### config.mk
export PLATFORM = sky130hd
export DESIGN_NAME = pipeline_control_unit
export DESIGN_NICKNAME = d
export VERILOG_FILES = /design/src/rtl/pipeline_control_unit.sv
export SDC_FILE = /design/constraint.sdc
export NUM_CORES = 1
export LEC_CHECK = 0
export BUFFER_PORTS_ARGS = -buffer_cell sky130_fd_sc_hd__buf_2
export CORE_AREA = 8 8 58 60
export DETAILED_ROUTE_END_ITERATION = 16
export DIE_AREA = 0 0 66 68
export GPL_TIMING_DRIVEN = 0
export HOLD_SLACK_MARGIN = 0.1
export MAX_ROUTING_LAYER = met4
export PLACE_DENSITY = 0.73
export RECOVER_POWER = 25
export SLEW_MARGIN = 5
export SYNTH_ARGS = -nofsm -noshare
export SYNTH_HDL_FRONTEND = slang
export SYNTH_SLANG_ARGS = --single-unit
### constraint.sdc
create_clock -name clk -period 1.94 [get_ports clk]
set_clock_uncertainty 0.1 [all_clocks]
set_input_delay 0.388 -clock clk [delete_from_list [all_inputs] [get_ports clk]]
set_output_delay 0.388 -clock clk [all_outputs]
set_load 0.02 [all_outputs]
### src/rtl/pipeline_control_unit.sv
// Pipeline stall/flush/halt sequencer with a sticky stall watchdog.
// Optional performance counters are enabled with `define PIPE_PERF_CNT_EN.
//
// state    | meaning
// ST_RUN   | normal issue; stalls, flushes and halts are taken from here
// ST_FLUSH | extra squash cycles after a taken branch/jump
// ST_HALT  | pipeline frozen until resume
module pipeline_control_unit #(
    parameter int unsigned FLUSH_LEN = 1,
    parameter int unsigned MAX_STALL = 7
) (
    input  logic        clk,
    input  logic        rst,
    input  logic        stall_req,
    input  logic        flush_req,
    input  logic        halt_req,
    input  logic        resume,
    output logic        pc_en,
    output logic        ifid_en,
    output logic        ifid_flush,
    output logic        idex_bubble,
    output logic        halted,
    output logic        stall_timeout,
    output logic [15:0] stall_cycles,
    output logic [15:0] flush_cycles
);

    typedef enum logic [1:0] {ST_RUN, ST_FLUSH, ST_HALT} state_e;

    localparam logic [1:0] FLUSH_LEN_V = 2'(FLUSH_LEN);
    localparam logic [7:0] MAX_STALL_V = 8'(MAX_STALL);

    state_e     state_q, state_d;
    logic [1:0] squash_q, squash_d;
    logic [7:0] stall_run_q, stall_run_d;
    logic       timeout_q, timeout_d;
    logic       stall_apply;

    always_ff @(posedge clk or posedge rst) begin
        if (rst) begin
            state_q     <= ST_RUN;
            squash_q    <= '0;
            stall_run_q <= '0;
            timeout_q   <= 1'b0;
        end else begin
            state_q     <= state_d;
            squash_q    <= squash_d;
            stall_run_q <= stall_run_d;
            timeout_q   <= timeout_d;
        end
    end

    always_comb begin
        state_d  = state_q;
        squash_d = squash_q;
        case (state_q)
            ST_RUN: begin
                if (flush_req) begin
                    squash_d = FLUSH_LEN_V;
                    state_d  = (FLUSH_LEN_V != 2'd0) ? ST_FLUSH : ST_RUN;
                end else if (halt_req) begin
                    state_d = ST_HALT;
                end
            end
            ST_FLUSH: begin
                if (flush_req) begin
                    squash_d = FLUSH_LEN_V;
                end else if (squash_q <= 2'd1) begin
                    squash_d = 2'd0;
                    state_d  = ST_RUN;
                end else begin
                    squash_d = squash_q - 2'd1;
                end
            end
            ST_HALT: begin
                if (resume) state_d = ST_RUN;
            end
            default: begin
                state_d  = ST_RUN;
                squash_d = 2'd0;
            end
        endcase
    end

    // Only a stall that actually freezes the front end counts toward the watchdog.
    assign stall_apply = (state_q == ST_RUN) && stall_req && !flush_req && !halt_req;

    always_comb begin
        stall_run_d = '0;
        if (stall_apply)
            stall_run_d = (stall_run_q == 8'hFF) ? stall_run_q : stall_run_q + 8'd1;
        timeout_d = timeout_q | (stall_run_d >= MAX_STALL_V);
    end

    always_comb begin
        pc_en       = 1'b1;
        ifid_en     = 1'b1;
        ifid_flush  = 1'b0;
        idex_bubble = 1'b0;
        case (state_q)
            ST_RUN: begin
                if (flush_req) begin
                    ifid_flush  = 1'b1;
                    idex_bubble = 1'b1;
                end else if (halt_req || stall_req) begin
                    pc_en       = 1'b0;
                    ifid_en     = 1'b0;
                    idex_bubble = 1'b1;
                end
            end
            ST_FLUSH: ifid_flush = 1'b1;
            ST_HALT: begin
                pc_en       = 1'b0;
                ifid_en     = 1'b0;
                idex_bubble = 1'b1;
            end
            default: ;
        endcase
    end

    assign halted        = (state_q == ST_HALT);
    assign stall_timeout = timeout_q;

`ifdef PIPE_PERF_CNT_EN
    logic [15:0] stall_cyc_q, stall_cyc_d;
    logic [15:0] flush_cyc_q, flush_cyc_d;

    always_comb begin
        stall_cyc_d = stall_cyc_q;
        flush_cyc_d = flush_cyc_q;
        if (stall_apply && stall_cyc_q != 16'hFFFF) stall_cyc_d = stall_cyc_q + 16'd1;
        if (ifid_flush && flush_cyc_q != 16'hFFFF) flush_cyc_d = flush_cyc_q + 16'd1;
    end

    always_ff @(posedge clk or posedge rst) begin
        if (rst) begin
            stall_cyc_q <= '0;
            flush_cyc_q <= '0;
        end else begin
            stall_cyc_q <= stall_cyc_d;
            flush_cyc_q <= flush_cyc_d;
        end
    end

    assign stall_cycles = stall_cyc_q;
    assign flush_cycles = flush_cyc_q;
`else
    assign stall_cycles = '0;
    assign flush_cycles = '0;
`endif

endmodule

Yosys cells after proc, flatten, opt, wreduce, memory -nomap -nowiden. Cells that the tools add are included.

Register bits after elaboration: 13. Input port bits: 6. Output and inout bits: 38. Word-level logic and storage cells: 47.

Add/sub/neg operators: 2. $lt $le $gt $ge: 2. Eq/ne operators: 8. Mux-type cells: 20. Bitwise logic cells: 2. Reductions and logical operators: 9.

Operators by type and width (count): 2-to-1 mux 2 bit (8); 2-to-1 mux 8 bit (2); one-hot mux 2 bit (3 select lines) (2); adder 8 x 1 -> 8 bit (second input constant) (1); equality test 8 bit (second input constant) (1); greater-or-equal comparator 8 x 3 -> 1 bit (second input constant) (1); inequality test 2 bit (second input constant) (4); one-hot mux 1 bit (2 select lines) (3); 2-to-1 mux 1 bit (5); AND reduction 4 bit (1); logical AND 1 bit (3); inequality test 3 bit (second input constant) (1); equality test 2 x 1 -> 1 bit (second input constant) (1); equality test 2 bit (second input constant) (1); less-or-equal comparator 2 x 1 -> 1 bit (second input constant) (1); zero test 1 bit (2); zero test 2 bit (1); AND reduction 2 bit (1); subtractor 2 x 1 -> 2 bit (second input constant) (1); logical OR 1 bit (1); NOT 1 bit (1); bitwise OR 1 bit (1).

Longest topological paths before layout.
Depth after elaboration: 7. Depth in mapped cells: 7. Depth with buffers taken out: 6.

Worst setup path before layout. OpenSTA, ideal clock, no wires.

Path kind: reg2reg. Start: register stall_run_q[0]. End: register timeout_q (netlist: stall_timeout). Library setup time: 131 ps. Arrival: 1850 ps. Data required time: 1709 ps. Path slack: -141 ps. Cell stages (with the launch flop): 8. Path buffers: 1. Clock period less this slack: 2081 ps. Cell sequence: dfrtp_1 -> ha_1 -> buf_4 -> and4_4 -> and4b_1 -> nor3_1 -> or4_1 -> or3_1.

Word-level cells in the longest chain between the ends: 5. Elaborated cells on any way between the ends: 6. Classes of those cells: add/sub (1); order compare (1); eq/ne (1); mux (2); bitwise (1).

Ends and longest elaborated chain: start, declared (RTL line 35) `logic [7:0] stall_run_q, stall_run_d;`; start signal, assigned (RTL line 48) `stall_run_q <= stall_run_d;`; adder 8 x 1 -> 8 bit / equality test 8 bit (equally long branches) (RTL line 91) `stall_run_d = (stall_run_q == 8'hFF) ? stall_run_q : stall_run_q + 8'd1;`; 2-to-1 mux 8 bit * (RTL line 91); 2-to-1 mux 8 bit * (RTL line 90) `if (stall_apply)`; net stall_run_d[6] (RTL line 35); greater-or-equal comparator 8 x 3 -> 1 bit * (RTL line 92) `timeout_d = timeout_q | (stall_run_d >= MAX_STALL_V);`; bitwise OR 1 bit * (RTL line 92); net timeout_d (RTL line 36) `logic timeout_q, timeout_d;`; end signal, assigned (RTL line 49) `timeout_q <= timeout_d;`; end, declared (RTL line 36).

Mark *: on every way through the listed nets, which the timed path passes. The rest lies on a longest branch. A chain may end at the register's enable or synchronous reset.

Worst setup path in the final report.
Start: register stall_run_q[1]. End: register timeout_q (netlist: stall_timeout).

The elaborated chain is that of the path after synthesis.

==> qor.yml <==
ioPinCount: 44
setup_slack_ps: -172
dp.cells: 189
final_common_cell: "buf_4"
initial_core_util: 0.388
hp-class: "in2reg"
portBuffers: 11
dp_hpwl_microns: 1540
drive_gt1_frac: 0.369
nFillCells: 269
reg2reg_slack_ps: -170
grt_pass1_wl_microns: 3280
finalCriticalPeriod_ps: 2110
r2r_start: "stall_run_q[1]"
crit_path_max_incr_delay_ps: 490
tns_ps: -172
seq_area_frac_synth: 0.327
grt_pass1_vias: 770
synth_seq_cells: 13
area.growth.synth_to_final_pct: 29.0
avgSynthCellArea_sq_um: 8.59
design_area_sq_mm: 0.00128
diodes: 0
status: "finished with violations"
root_buffer: "clkbuf_4"
power.density_mw_per_mm2: 512
gp_congestion: 0.864
drt_drc_violations_left: 0
drv_cap: 0
crit_arrival_ps: 2180
ant_nets: 0
final_cell_mix: "buf_4 (38), conb_1 (32), nor2_1 (16), buf_2 (13), dfrtp_1 (13)"
finalMaxSlewViolations: 0
crit_fanout: 5
fin_cells: 199
async_flop_share: 1.00
wl_microns: 2000
violations: "setup timing"
first_iter_violations: 9
die_area_sq_mm: 0.00449
setup_viol: 1
fmax_mhz: 474
reg2reg_depth: 7
timing.rr.end: "stall_timeout"
post-route-util: 0.500
synth_edf_count: 0
ys_warn_count: 0
cp.required_ps: 2010
postPlaceCellArea_sq_mm: 0.00121
fin_nets: 176
total_power_mw: 0.658
rsz0062_at_grt: "true"
hold_path_end: "state_q[1]"
critical_path_class: "reg2reg"
clk_pin_slew_ps: 90
die_x_microns: 66
rows: 19
vias: 845
p_leak_nw: 0.696
cts_tree: "built"
cts_buffers: 3
synth_cells: 116
cts_sinks: 13
clkLatencyLatePin_ps: 290
wl_per_cell_microns: 10.1
ys_types: 32
relSlewSlack: 0.661
path_cells: "ha_2 -> buf_6 -> and4_4 -> nor2b_2 -> nor3_1 -> or4_1 -> or3_1"
drt-vias-per-instance: 4.25
firstDrtPassIters: 4
grt.total_usage: 0.0955
regArea_sq_um: 325
multi_input_area_sq_um: 510
clockBufferDepth: 2
die_h_microns: 68
netlist_area_sq_um: 996
ys.flop_type: "dfrtp_1"
grt_overflow: 0
holdPathStages: 3
worstHoldStart: "halt_req"
peakVddDrop_mv: 0.469
hold_viol: 0
core_sq_mm: 0.00257
antenna_found_initial: 0
cp_slowest_cell: "or4_1"
tightest_slew_ps: 508
grt_max_degree: 14
endpoint_kind: "flop"
critPathLaunchType: "flop"
htreeDepth: 1
fin_crit_sh: 1.09
critical path: cells and delay by family, from the launching register on:
kind,cells,cell delay (ps)
adder cells (fa/ha/maj),1,170
flip-flops,1,360
buffers and inverters,1,90
AND/OR/NAND/NOR,5,1270
kinds of logic after synthesis:
kind of cell | after synthesis | share of synthesized area
AO/OA/AOI/OAI | 16 | 0.0993
other | 1 | 0.00377
flip-flops | 13 | 0.327
XOR/XNOR | 3 | 0.0264
adder cells (fa/ha/maj) | 1 | 0.0126
multiplexers | 2 | 0.0201
buffers and inverters | 39 | 0.278
AND/OR/NAND/NOR | 41 | 0.234
flip-flops by register name, indices dropped and copies added, names as in the netlist:
name           flops
squash_q           2
stall_run_q        8
stall_timeout      1
state_q            2
final cells by class:
type                       instances  share of cell area
inverter                           3             0.00876
tap                               31              0.0302
multi-input combinational         95               0.397
timing repair buffer              17              0.0798
sequential                        13               0.253
clock buffer                       3              0.0175
clock inverter                     1             0.00389
buffer                            36               0.209
per-stage QoR:
stage	hold slack [ps]	setup WS, ps
after floorplan	165	-139
after global placement	334	-206
after detailed placement	348	-239
after CTS	263	-203
after global routing	295	-244
final	273	-172
report_power, final:
| part | leakage (nW) | switching (mW) | internal (mW) |
|---|---|---|---|
| Combinational | 0.505 | 0.119 | 0.0770 |
| Sequential | 0.173 | 0.00278 | 0.279 |
| Clock | 0.0177 | 0.103 | 0.0768 |
per-layer routing:
metal | track usage | share of wire
met3 | 0.0393 | 0.091
met2 | 0.162 | 0.51
met4 | 0.0373 | 0.0095
met5 | - | 0
met1 | 0.0970 | 0.39
cell usage after synthesis, types with 2 or more instances:
cell	instances	area, sq um
and3_1	3	18.8
nand2_1	3	11.3
mux2i_1	2	20.0
inv_1	3	11.3
a31oi_1	4	25.0
xnor2_1	2	17.5
nand3b_1	2	15.0
buf_2	2	10.0
nand2b_1	2	12.5
dfrtp_1	13	325
a311oi_1	2	17.5
buf_4	34	255
nand3_1	2	10.0
nor3_1	3	15.0
a21oi_1	5	25.0
o21ai_0	2	10.0
nor2b_1	2	12.5
nor2_2	2	12.5
nor2_1	15	56.3
timing repair:
action / in CTS / in global routing
pin swaps: 1 / 1
gates resized for setup: 1 / 0
hold buffers: 1 / 0
endpoints found under the setup margin: 1 / 1
hold endpoints to repair: 13 / 0
buffers inserted: 4 / 1
worst max path at each step:
stage	cells after the start	endpoint	from	slack, ps
after floorplan	7	stall_timeout	stall_run_q[0]	-140
after detailed placement	7	stall_timeout	stall_run_q[1]	-240
after CTS	7	stall_timeout	stall_run_q[1]	-200
after global placement	7	stall_timeout	stall_run_q[0]	-210
after global routing	7	stall_timeout	stall_run_q[0]	-240
final	7	stall_timeout	stall_run_q[1]	-170
Power figures use the tool's default switching activity.
